<file path="src/rtl/snn_pkg.sv">
// Shared RSNN definitions: current width/limits, signed current type and the
// saturation helper also used by the neuron.
package snn_pkg;
   localparam int CUR_W   = 8;
   localparam int CUR_MAX = 127;
   localparam int CUR_MIN = -128;

   typedef logic signed [CUR_W-1:0] cur_t;

   function automatic cur_t sat_cur(input logic signed [31:0] v);
      if (v > CUR_MAX) return cur_t'(CUR_MAX);
      if (v < CUR_MIN) return cur_t'(CUR_MIN);
      return cur_t'(v);
   endfunction
endpackage

</file>
<file path="src/rtl/syn_weight_sum.sv">
// Synaptic weight file plus masked adder tree over the active spike lines.
// Optional combinational weight readback when SYN_WEIGHT_READBACK_EN is defined.
module syn_weight_sum
   import snn_pkg::*;
#(
   parameter int N_INPUTS = 4,
   parameter int SUM_W    = CUR_W + $clog2(N_INPUTS)
) (
   input  logic                        clk,
   input  logic                        reset,
   input  logic [N_INPUTS-1:0]         spike_in,
   input  logic                        wt_wr_en,
   input  logic [$clog2(N_INPUTS)-1:0] wt_wr_idx,
   input  logic [CUR_W-1:0]            wt_wr_data,
`ifdef SYN_WEIGHT_READBACK_EN
   input  logic [$clog2(N_INPUTS)-1:0] wt_rd_idx,
   output logic [CUR_W-1:0]            wt_rd_data,
`endif
   output logic signed [SUM_W-1:0]     sum
);
   cur_t w_q [N_INPUTS];
   cur_t w_d [N_INPUTS];
   logic wr_ok;

   assign wr_ok = wt_wr_en && (32'(wt_wr_idx) < N_INPUTS);

   always_comb begin
      w_d = w_q;
      if (wr_ok) w_d[wt_wr_idx] = wt_wr_data;
   end

   always_ff @(posedge clk) begin
      if (reset) w_q <= '{default: '0};
      else       w_q <= w_d;
   end

   // Sum reads the registered weights, so a same-cycle write lands next cycle.
   always_comb begin
      sum = '0;
      for (int i = 0; i < N_INPUTS; i++)
         if (spike_in[i]) sum = sum + SUM_W'(w_q[i]);
   end

`ifdef SYN_WEIGHT_READBACK_EN
   assign wt_rd_data = (32'(wt_rd_idx) < N_INPUTS) ? w_q[wt_rd_idx] : '0;
`endif
endmodule

</file>
<file path="src/rtl/synaptic_current_decoder.sv">
// Spike vector -> leaky, saturated signed 8-bit synaptic current for the LIF neuron.
// Define SYN_WEIGHT_READBACK_EN to add the wt_rd_idx/wt_rd_data readback port.
module synaptic_current_decoder
   import snn_pkg::*;
#(
   parameter int N_INPUTS    = 4,
   parameter int DECAY_SHIFT = 2
) (
   input  logic                        clk,
   input  logic                        reset,
   input  logic                        enable,
   input  logic [N_INPUTS-1:0]         spike_in,
   input  logic                        wt_wr_en,
   input  logic [$clog2(N_INPUTS)-1:0] wt_wr_idx,
   input  logic [CUR_W-1:0]            wt_wr_data,
`ifdef SYN_WEIGHT_READBACK_EN
   input  logic [$clog2(N_INPUTS)-1:0] wt_rd_idx,
   output logic [CUR_W-1:0]            wt_rd_data,
`endif
   output cur_t                        current_out,
   output logic                        current_active
);
   localparam int SUM_W = CUR_W + $clog2(N_INPUTS);
   localparam int NXT_W = SUM_W + 2;

   logic signed [SUM_W-1:0] sum;
   logic [CUR_W:0]          abs_c, shr_c, leak;
   logic signed [NXT_W-1:0] leak_x, nxt;
   cur_t                    c_q, c_d;
   logic                    active_q, active_d;

   syn_weight_sum #(.N_INPUTS(N_INPUTS), .SUM_W(SUM_W)) u_wsum (
      .clk       (clk),
      .reset     (reset),
      .spike_in  (spike_in),
      .wt_wr_en  (wt_wr_en),
      .wt_wr_idx (wt_wr_idx),
      .wt_wr_data(wt_wr_data),
`ifdef SYN_WEIGHT_READBACK_EN
      .wt_rd_idx (wt_rd_idx),
      .wt_rd_data(wt_rd_data),
`endif
      .sum       (sum)
   );

   always_comb begin
      // 9-bit magnitude so -128 maps to 128; leak floor of 1 guarantees decay to 0.
      abs_c  = c_q[CUR_W-1] ? ((CUR_W+1)'(0) - {c_q[CUR_W-1], c_q}) : {1'b0, c_q};
      shr_c  = abs_c >> DECAY_SHIFT;
      leak   = (c_q == '0) ? '0 : ((shr_c == '0) ? (CUR_W+1)'(1) : shr_c);
      leak_x = NXT_W'(leak);
      nxt    = NXT_W'(c_q) + NXT_W'(sum);
      if (c_q[CUR_W-1]) nxt = nxt + leak_x;
      else              nxt = nxt - leak_x;
      c_d = c_q;
      if (enable) c_d = sat_cur(32'(nxt));
      active_d = (c_d != '0);
   end

   always_ff @(posedge clk) begin
      if (reset) begin
         c_q      <= '0;
         active_q <= 1'b0;
      end else begin
         c_q      <= c_d;
         active_q <= active_d;
      end
   end

   assign current_out    = c_q;
   assign current_active = active_q;
endmodule

</file>
<file path="config.mk">
export PLATFORM = sky130hd
export DESIGN_NAME = synaptic_current_decoder
export DESIGN_NICKNAME = d
export VERILOG_FILES = /design/src/rtl/snn_pkg.sv /design/src/rtl/syn_weight_sum.sv /design/src/rtl/synaptic_current_decoder.sv
export SDC_FILE = /design/constraint.sdc
export NUM_CORES = 1
export LEC_CHECK = 0
export ABC_AREA = 1
export BUFFER_PORTS_ARGS = -buffer_cell sky130_fd_sc_hd__buf_2
export CORE_ASPECT_RATIO = 1.5
export CORE_MARGIN = 3
export CORE_UTILIZATION = 35
export DETAILED_ROUTE_END_ITERATION = 10
export HOLD_SLACK_MARGIN = 0.15
export PLACE_DENSITY = 0.54
export SLEW_MARGIN = 15
export SYNTH_ARGS = -nofsm -noshare
export SYNTH_HDL_FRONTEND = slang
export SYNTH_SLANG_ARGS = --single-unit
</file>
<file path="constraint.sdc">
create_clock -name clk -period 12.8 [get_ports clk]
set_input_delay 2.56 -clock clk [delete_from_list [all_inputs] [get_ports clk]]
set_output_delay 2.56 -clock clk [all_outputs]
set_load 0.005 [all_outputs]
</file>
==> metrics.md <==
| Metric | Value |
|---|---|
| Post-DR wirelength/cell | 13.5 um |
| FF-to-FF path depth | 46 |
| Via count | 4,354 |
| Crit Path Max Fanout | 10 |
| RSZ-0062 raised after global routing | no |
| Core box area | 12,200 um^2 |
| Synth Instances | 702 |
| Run status | finished clean |
| Routed Wire Length | 11,900 um |
| Largest net degree at the start of global routing | 42 |
| Synth Flop Type | dfxtp_1 |
| Worst Path Arrival | 9300 ps |
| CP max-delay cell | fa_1 |
| Seq/Total Area, Yosys | 18.4% |
| First-pass GRT wire length | 20,200 um |
| Pwr dens | 252 nW/um^2 |
| Vias in the first global route | 4,332 |
| Hold_ws | 464 ps |
| Port bufs | 26 |
| Max Cap Violations | 0 |
| Delay-heaviest family, CP | adder cells |
| Critical path class | in -> reg |
| CTS sink cnt | 41 |
| CP startpoint kind | input port |
| Mapped Nets | 771 |
| Yosys top cell area share | 18.4% |
| Num CTS Buffers | 5 |
| Leakage | 2.42 nW |
| CTS hold repair buffers | 0 |
| Root Driver | clkbuf_16 |
| Clock Pin Slew Worst Setup and Hold Paths | 60 ps |
| Multi-input logic area | 3190 um^2 |
| Layout Nets | 791 |
| Final worst-path cycle share | 71.6% |
| Filler Cell Count | 1,288 |
| Antenna cells | 0 |
| Fraction of layout cells with a size suffix above 1 | 13.0% |
| CTS max path bufs | 2 |
| Dpl cells | 868 |
| Async set or reset register ratio after synthesis | 0% |
| Worst-Skew Late Latency | 280 ps |
| Die ar. | 14,100 um^2 |
| Pre-CTS WS | 3320 ps |
| Synth cell types | 43 |
| Peak supply drop | 0.0000951 V |
| GRT Total Usage | 17.6% |
| Cell area after synthesis | 4450 um^2 |
| Worst slew pin tran | 763 ps |
| Worst path depth | 47 |
| R2r setup slk | 5800 ps |
| Buf/Inv on CP | 9 |
| CTS tree | done |
| Post-CTS sizing | 0 |
| Critical Path Most Common Cell | nand2_1 |
| Worst setup EP type | flip-flop |
| Fin worst setup slack | 3640 ps |
| Fmax | 109 MHz |
| Grt total ovfl | 0 |
| Setup TNS | 0 ps |
| Syn Area/Cell | 6.34 um^2 |
| Finished Layout Cells | 876 |
| Vias per cell | 4.97 |
| Post-CTS setup buffer count | 0 |
| Req. time, crit path | 12,930 ps |
| Dominant cells by area after synthesis | dfxtp_1, nand2_1, ha_1, a21oi_1, inv_1 |
| Hpwl dp | 10,100 um |
| Pre-Repair DR Iteration Count | 4 |
| Worst Skew | 2.73 ps |
| Die H | 144 um |
| H-Tree Depth | 2 |
| Gpl congestion | 0.909 |
| Max-slew violations | 0 |
| DRC violations left | 0 |
| Initial Util | 36.5% |
| Worst slew margin | 49.1% |
| Hold Path Cell Cnt | 2 |
| FP Rows | 49 |
| DRT iter0 DRCs | 145 |
| I/O pins | 27 |
| Setup Viol. Count Final | 0 |
| Area leader, netlist | dfxtp_1 |
| Period minus WS final | 9160 ps |
| Antenna violations before repair | 0 |
| EDFF count, synth | 0 |
| Worst path max stage delay | 480 ps |
| DRT antenna net count | 0 |
| Chip width | 98.1 um |
| #FFs+latches synth | 41 |
| Type of the worst min-delay path | reg -> reg |
| Synth Warn # | 0 |
| Final hold violations | 0 |
| Area grow syn2layout | 9.16% |
| Register area | 821 um^2 |
==> kinds of logic (layout without fill, tap and decap cells) <==
logic type                 count (synthesis)  after routing  share of synthesized area [%]
AOI/OAI and AO/OA                        128            128                           16.2
xor gates and xnor gates                  32             32                           6.30
adders and majority gates                 51             51                           15.2
buffers and inverters                    116            137                           9.95
DFF                                       41             41                           18.4
muxes                                      1              1                          0.225
and+or+nand+nor                          333            333                           33.7
==> tightest hold or removal path, stage by stage (launching register included) <==
cell and delay [ps]:
dfxtp_1 310, nand2_1 60, a21oi_1 50
==> state kept, by name, summed over array words and instances, names as in the netlist <==
signal          flops
current_active      1
current_out         8
u_wsum.w_q         32
==> area by class of cell <==
class	count	share of cell area [%]
Clock buffer	5	2.57
Clock inverter	3	0.360
Inverter	103	7.96
Multi-Input combinational cell	545	65.6
Sequential cell	41	16.9
Tap cell	153	3.94
Timing Repair Buffer	26	2.68
==> through the flow <==
step	total power, mW	util (%)	area (um^2)
floorplan	0.893	-	4450
global placement	1.10	38.7	4720
detailed placement	1.10	38.7	4720
CTS	1.23	39.8	4860
global route	1.37	39.8	4860
finish	1.22	39.8	4860
==> cell usage in the layout (no fill, tap or decap), types with 3 or more instances in the layout <==
cell type  netlist  final
nand2_1        202    202
inv_1           81     81
a21oi_1         69     69
ha_1            46     46
dfxtp_1         41     41
nor2_1          40     40
nand3_1         39     39
buf_2            3     26
xor2_1          22     22
inv_2           19     19
o21ai_0         17     17
nand4_1         13     13
nand2_2         12     12
xnor2_1         10     10
o21ai_1          9      9
a31oi_1          8      8
nand3_2          6      6
o21bai_1         5      5
a211oi_1         5      5
fa_1             5      5
clkbuf_16        0      5
o21ai_2          4      4
nor2_2           4      4
or2_2            4      4
a21oi_2          3      3
clkinv_1         3      3
nand2_4          3      3
==> where the power goes <==
part,leakage (nW),internal (mW),switching (mW)
Combinational,2.02,0.329,0.608
Sequential,0.335,0.142,0.0227
Clock,0.0696,0.0714,0.0505
==> cell usage after synthesis, drive strengths merged (3+ instances only) <==
cell    number
dfxtp       41
o21ai       30
fa           5
or2          5
nand4       14
nor3         3
nand2      217
xor2        22
a21oi       72
a211oi       5
a31oi        8
nor2        44
xnor2       10
clkinv       3
inv        100
clkbuf       8
ha          46
nand3       47
o21bai       5
buf          5
==> final timing paths <==
path             startpoint              to
max reg2reg  u_wsum.w_q[24]  current_active
min          u_wsum.w_q[28]  u_wsum.w_q[28]
max             spike_in[0]  current_active
min reg2reg  u_wsum.w_q[28]  u_wsum.w_q[28]
==> per-layer routing <==
metal  part of all wire, %  GRT usage [%]  vias up
met5                     0              0        -
met4                   2.5           6.42        0
met3                   2.1           1.93       20
met2                    59           37.4       68
met1                    37           17.0     1941
li1                      -              -     2325
No activity file was read; power rests on OpenSTA's default activity.
